### src/rtl/fetch_unit.sv
// fetch_unit: LEGv8 instruction-fetch stage. It owns the PC, fetches over req/ready and fills IF/ID.
// Optional macro FETCH_PERF_EN adds saturating fetched/bubble counters (tied to 0 otherwise).
module fetch_unit #(
  parameter int           N        = 64,
  parameter logic [N-1:0] RESET_PC = '0,
  parameter int           CNT_W    = 32
) (
  input  logic             i_clk,
  input  logic             i_reset,
  input  logic             i_stall,
  input  logic             i_redirect,
  input  logic [N-1:0]     i_redirect_pc,
  output logic             o_imem_req,
  output logic [N-1:0]     o_imem_addr,
  input  logic             i_imem_ready,
  input  logic [31:0]      i_imem_rdata,
  output logic             o_ifid_valid,
  output logic [N-1:0]     o_ifid_pc,
  output logic [31:0]      o_ifid_instr,
  output logic [CNT_W-1:0] o_perf_fetched,
  output logic [CNT_W-1:0] o_perf_bubbles
);

  typedef enum logic [1:0] {
    ST_BOOT  = 2'd0,
    ST_FETCH = 2'd1,
    ST_HOLD  = 2'd2
  } state_t;

  localparam logic [N-1:0] PC_STEP  = N'(4);
  localparam logic [N-1:0] ADDR_MSK = ~N'(3);

  state_t       r_state, w_state_nxt;
  logic [N-1:0] r_pc, w_pc_nxt;
  logic         r_req;
  logic         r_drop, w_drop_nxt;
  logic [N-1:0] r_skid_pc, w_skid_pc_nxt;
  logic [31:0]  r_skid_instr, w_skid_instr_nxt;
  logic         r_ifid_valid, w_ifid_valid_nxt;
  logic [N-1:0] r_ifid_pc, w_ifid_pc_nxt;
  logic [31:0]  r_ifid_instr, w_ifid_instr_nxt;
  logic         w_ifid_load;
  logic         w_accept;

  // Next-state and IF/ID update; priority is redirect > stall > normal (reset handled in the flops).
  always_comb begin
    w_state_nxt      = r_state;
    w_pc_nxt         = r_pc;
    w_drop_nxt       = r_drop;
    w_skid_pc_nxt    = r_skid_pc;
    w_skid_instr_nxt = r_skid_instr;
    w_ifid_valid_nxt = r_ifid_valid;
    w_ifid_pc_nxt    = r_ifid_pc;
    w_ifid_instr_nxt = r_ifid_instr;
    w_ifid_load      = 1'b0;
    w_accept         = (r_state == ST_FETCH) && i_imem_ready && !r_drop;
    if (i_redirect) begin
      w_ifid_load      = 1'b1;
      w_ifid_valid_nxt = 1'b0;
      w_ifid_instr_nxt = 32'h0;
      w_skid_pc_nxt    = '0;
      w_skid_instr_nxt = 32'h0;
      w_pc_nxt         = i_redirect_pc & ADDR_MSK;
      w_state_nxt      = ST_FETCH;
      // A request still in flight will answer later for the old PC; discard that answer.
      w_drop_nxt       = (r_state == ST_FETCH) && !i_imem_ready;
    end else begin
      case (r_state)
        ST_BOOT: begin
          w_state_nxt = ST_FETCH;
        end
        ST_FETCH: begin
          if (i_imem_ready) begin
            w_drop_nxt = 1'b0;
          end else begin
            w_drop_nxt = r_drop;
          end
          if (w_accept) begin
            w_pc_nxt = r_pc + PC_STEP;
            if (i_stall) begin
              w_skid_pc_nxt    = r_pc;
              w_skid_instr_nxt = i_imem_rdata;
              w_state_nxt      = ST_HOLD;
            end else begin
              w_ifid_load      = 1'b1;
              w_ifid_valid_nxt = 1'b1;
              w_ifid_pc_nxt    = r_pc;
              w_ifid_instr_nxt = i_imem_rdata;
            end
          end else if (!i_stall) begin
            w_ifid_load      = 1'b1;
            w_ifid_valid_nxt = 1'b0;
            w_ifid_instr_nxt = 32'h0;
          end else begin
            w_ifid_load = 1'b0;
          end
        end
        ST_HOLD: begin
          if (!i_stall) begin
            w_ifid_load      = 1'b1;
            w_ifid_valid_nxt = 1'b1;
            w_ifid_pc_nxt    = r_skid_pc;
            w_ifid_instr_nxt = r_skid_instr;
            w_skid_pc_nxt    = '0;
            w_skid_instr_nxt = 32'h0;
            w_state_nxt      = ST_FETCH;
          end else begin
            w_state_nxt = ST_HOLD;
          end
        end
        default: begin
          w_state_nxt = ST_BOOT;
        end
      endcase
    end
  end

  // State, PC, skid buffer and IF/ID registers.
  always_ff @(posedge i_clk) begin
    if (i_reset) begin
      r_state      <= ST_BOOT;
      r_pc         <= RESET_PC;
      r_req        <= 1'b0;
      r_drop       <= 1'b0;
      r_skid_pc    <= '0;
      r_skid_instr <= 32'h0;
      r_ifid_valid <= 1'b0;
      r_ifid_pc    <= '0;
      r_ifid_instr <= 32'h0;
    end else begin
      r_state      <= w_state_nxt;
      r_pc         <= w_pc_nxt;
      r_req        <= (w_state_nxt == ST_FETCH);
      r_drop       <= w_drop_nxt;
      r_skid_pc    <= w_skid_pc_nxt;
      r_skid_instr <= w_skid_instr_nxt;
      if (w_ifid_load) begin
        r_ifid_valid <= w_ifid_valid_nxt;
        r_ifid_pc    <= w_ifid_pc_nxt;
        r_ifid_instr <= w_ifid_instr_nxt;
      end else begin
        r_ifid_valid <= r_ifid_valid;
        r_ifid_pc    <= r_ifid_pc;
        r_ifid_instr <= r_ifid_instr;
      end
    end
  end

  assign o_imem_req   = r_req;
  assign o_imem_addr  = r_pc;
  assign o_ifid_valid = r_ifid_valid;
  assign o_ifid_pc    = r_ifid_pc;
  assign o_ifid_instr = r_ifid_instr;

`ifdef FETCH_PERF_EN
  logic [CNT_W-1:0] r_perf_fetched;
  logic [CNT_W-1:0] r_perf_bubbles;

  // Saturating counters of IF/ID loads; held-stall cycles are not loads and are not counted.
  always_ff @(posedge i_clk) begin
    if (i_reset) begin
      r_perf_fetched <= '0;
      r_perf_bubbles <= '0;
    end else begin
      if (w_ifid_load && w_ifid_valid_nxt && !(&r_perf_fetched)) begin
        r_perf_fetched <= r_perf_fetched + CNT_W'(1);
      end else begin
        r_perf_fetched <= r_perf_fetched;
      end
      if (w_ifid_load && !w_ifid_valid_nxt && !(&r_perf_bubbles)) begin
        r_perf_bubbles <= r_perf_bubbles + CNT_W'(1);
      end else begin
        r_perf_bubbles <= r_perf_bubbles;
      end
    end
  end

  assign o_perf_fetched = r_perf_fetched;
  assign o_perf_bubbles = r_perf_bubbles;
`else
  assign o_perf_fetched = '0;
  assign o_perf_bubbles = '0;
`endif

endmodule
### config.mk
export PLATFORM = sky130hd
export DESIGN_NAME = fetch_unit
export DESIGN_NICKNAME = d
export VERILOG_FILES = /design/src/rtl/fetch_unit.sv
export SDC_FILE = /design/constraint.sdc
export NUM_CORES = 1
export LEC_CHECK = 0
export CELL_PAD_IN_SITES_DETAIL_PLACEMENT = 1
export CELL_PAD_IN_SITES_GLOBAL_PLACEMENT = 1
export CORE_MARGIN = 3
export CORE_UTILIZATION = 27
export DETAILED_ROUTE_END_ITERATION = 10
export PLACE_DENSITY = 0.73
export SLEW_MARGIN = 30
export SYNTH_ARGS = -nofsm -noshare
export SYNTH_HDL_FRONTEND = slang
export SYNTH_SLANG_ARGS = --single-unit
### constraint.sdc
create_clock -name i_clk -period 3.45 [get_ports i_clk]
set_clock_uncertainty 0.05 [all_clocks]
set_input_delay 0.69 -clock i_clk [delete_from_list [all_inputs] [get_ports i_clk]]
set_output_delay 0.69 -clock i_clk [all_outputs]
set_load 0.01 [all_outputs]
==> results.yml <==
critical_path:
  ff2ff_path_depth: 8
  path_class: "reg -> reg"
  crit_path_end: "o_imem_addr[51]"
  cp_data_arrival_time_ps: 3370
  end_kind: "flip-flop"
  r2r_slack_ps: 490
  cp-start-kind: "flip-flop"
  critPathMaxFanout: 16
  crit-reg2reg-launch: "r_state[1]"
  r2r_end: "o_imem_addr[51]"
  cp.required_ps: 3860
  startpoint: "r_state[1]"
detailed_routing:
  drtIter0Drc: 464
  wl_per_cell_um: 19.6
  drt_first_pass_iters: 5
  drc: 0
  num_vias: 10700
  wirelength_um: 41500
  via_per_inst: 5.05
  detail-route-antenna-nets: 0
clock_tree:
  cts_sinks: 255
  clockBufferDepth: 3
  post_cts_buffers: 0
  clk_pin_slew_ps: 60
  cts_made_buffers: 31
  clk_latency_ps: 570
  cts-root-buf: "clkbuf_16"
  cts_resized: 0
  cts_tree: "yes"
  cts_hold_buf: 0
  htree_levels: 1
worst_hold_path:
  hp-class: "in -> reg"
layout:
  num-fill-cells: 4861
  post_route_cells_drive_above_1_share_pct: 8.91
  fin_nets: 1621
  syn_to_final_growth_pct: 35.2
timing:
  max_slew_margin_pct: 56.4
  finalSetupViolations: 0
  rsz0062_at_grt: "false"
  period_needed_ps: 2960
  period_share_pct: 85.8
  tns_ps: 0
  tightest_slew_ps: 655
  slew_violations: 0
  max_freq_ghz: 0.338
  hold_viol_final: 0
synth:
  synth_edf_count: 0
  yosysUniqueCellTypes: 58
  ys_async_sr_fraction_pct: 0
  netlist_area_mm2: 0.0117
  synth_compound_area_share_pct: 18.9
  synth-seq-cells: 255
  synth-seq-area-share_pct: 43.8
  synth_area_per_cell_um2: 8.94
  synth_flop_cell: "dfxtp_1"
  yosys_warnings: 0
  synth_cells: 1304
  synth_top_family_by_area: "compound AO/OA/AOI/OAI gates"
  muxShareOfSynthArea_pct: 8.59
  synthAdderAreaFrac_pct: 0.537
  synth-simple-area-share_pct: 17.4
  synth-xor-area-share_pct: 1.95
power:
  p_leak_uw: 0.00521
  seq_power_share_pct: 42.0
  internal_power_uw: 5640
  power_density_mw_per_mm2: 482
  combPwrFrac_pct: 12.1
  power_switching_uw: 1960
  swShare_pct: 25.8
  ir_worst_vdd_v: 0.000346
  p_clk_share_pct: 45.9
  report.power.total_uw: 7600
floorplan:
  coreArea_mm2: 0.0423
  die_h_um: 214
  initial_utilization_pct: 27.5
  floorplan.rows: 75
  ios: 327
  dieWidth_um: 214
  die_area_mm2: 0.0457
grt:
  overflow: 0
  grt_pass1_vias: 11000
  grt_pass1_wl_um: 64200
  grt_max_degree: 97
  grt_usage_pct: 17.5
  antenna_found_initial: 6
run:
  cap_violations: 0
placement:
  dpl.hpwl_um: 27900
  port-buffer-count: 256
  gp_congestion: 0.737
status:
  outcome: "finished, final reports clean"
## metrics by stage
stage                     setup WS, ps  cells  cell area, um2  utilization, %  hold slack (ps)
after detailed placement           165   2059           14700            34.6              432
after CTS                          469   2115           15800            37.2              320
final                              490   2117           15800            37.2              366
after floorplan                    725   1371           11900               -              410
after global routing               226   2116           15800            37.2              355
after global placement             163   2059           14700            34.6              422
## critical path: stages (launching register included)
cell and delay, ps:
dfxtp_1 350, inv_1 120, ha_1 410, nand4b_1 140
or3_1 430, or4_1 450, buf_4 220, or3_1 360
a2111oi_1 320
## layout make-up
type	count	area, um2	share of cell area (%)
multi-input cells	916	5840	37.1
well taps	577	722	4.58
diodes	2	5.00	0.0318
clock buffers	46	932	5.92
repair buffers	293	2920	18.6
flip-flops and latches	255	5100	32.4
clock inverters	10	160	1.02
inverters	18	68.8	0.437
## worst min-delay path by stage
| stage | cells after the start | startpoint | endpoint |
|---|---|---|---|
| CTS | 2 | i_reset | o_ifid_instr[31] |
| detailed placement | 2 | r_skid_instr[29] | r_skid_instr[29] |
| floorplan | 2 | r_skid_instr[0] | r_skid_instr[0] |
| finish | 2 | i_reset | o_ifid_instr[31] |
| global placement | 2 | r_skid_instr[5] | r_skid_instr[5] |
| global route | 2 | i_reset | o_imem_addr[6] |
## Yosys cell counts, drive strengths merged (2+ instances only)
master,number,area (um2)
or4b,4,40.0
a21oi,9,45.0
nand2b,2,12.5
mux2,32,360
inv,18,67.6
buf,83,581
dfxtp,255,5100
nand4,20,138
o31ai,7,52.6
a22oi,127,953
nor2b,5,31.3
nand3,18,90.1
nor4b,4,35.0
a311oi,19,166
a2111oi,9,80.1
nand4b,5,43.8
o2111a,5,56.3
and2,4,25.0
or4,8,60.1
xor2,11,96.3
o21ai,15,75.1
nor4,16,106
mux2i,64,641
nor2,252,946
clkbuf,99,375
xnor2,15,131
a31oi,3,18.8
nand3b,2,15.0
o2111ai,2,17.5
nand2,36,135
nor3b,3,22.5
o211ai,2,15.0
ha,5,62.6
and4,12,105
a211oi,90,676
or3,8,50.1
and3,9,56.3
nor3,15,80.1
## routing by layer
metal  up-vias  wire length [um]  track usage (%)
met5         -                59                0
met4         8              1050             4.49
met3        71              2610             4.42
met2       290             20300             30.1
met1      5268             17500             22.0
li1       5045                 -                -
## power groups by stage
stage	logic, uW	registers [uW]	clock network [uW]
floorplan	490	3250	0
global placement	904	3250	0
detailed placement	927	3260	0
CTS	933	3190	3610
finish	921	3190	3490
global route	1010	3210	3720
## flip-flops by register name (all words and copies together), names as in the netlist
name,count
o_imem_req,1
o_ifid_pc,62
o_ifid_instr,32
r_skid_instr,32
r_state,2
o_ifid_valid,1
r_skid_pc,62
r_drop,1
o_imem_addr,62
## cells in the final DEF, fill, tap and decap left out, types with 5 or more instances in the layout
cell type / synthesis / layout
nand4_1: 18 / 18
mux2i_1: 64 / 64
and4_1: 12 / 12
a211oi_1: 90 / 90
nand2_1: 36 / 35
inv_1: 18 / 17
a22oi_1: 127 / 127
clkbuf_16: 0 / 31
o21ai_0: 15 / 15
nor4_1: 15 / 13
o31ai_1: 7 / 7
dfxtp_1: 255 / 255
o2111a_1: 5 / 5
a2111oi_0: 8 / 7
or3_1: 8 / 8
nand3_1: 18 / 17
nor2b_1: 5 / 5
nor2_1: 252 / 252
clkbuf_8: 0 / 10
a21oi_1: 9 / 8
xnor2_1: 15 / 15
or4_1: 8 / 8
nor3_1: 14 / 14
and3_1: 9 / 9
xor2_1: 11 / 11
clkdlybuf4s50_1: 0 / 254
clkbuf_1: 96 / 5
conb_1: 1 / 68
buf_12: 0 / 7
mux2_2: 32 / 32
nand4b_1: 5 / 5
a311oi_1: 19 / 19
buf_4: 68 / 30
## logic make-up after synthesis
family                   count (synthesis)
AND/OR/NAND/NOR                        427
AO/OA/AOI/OAI                          294
flip-flops                             255
buffers and inverters                  200
multiplexers                            96
XOR/XNOR                                26
adder cells (fa/ha/maj)                  5
other                                    1
(Power assumes the default switching activity.)
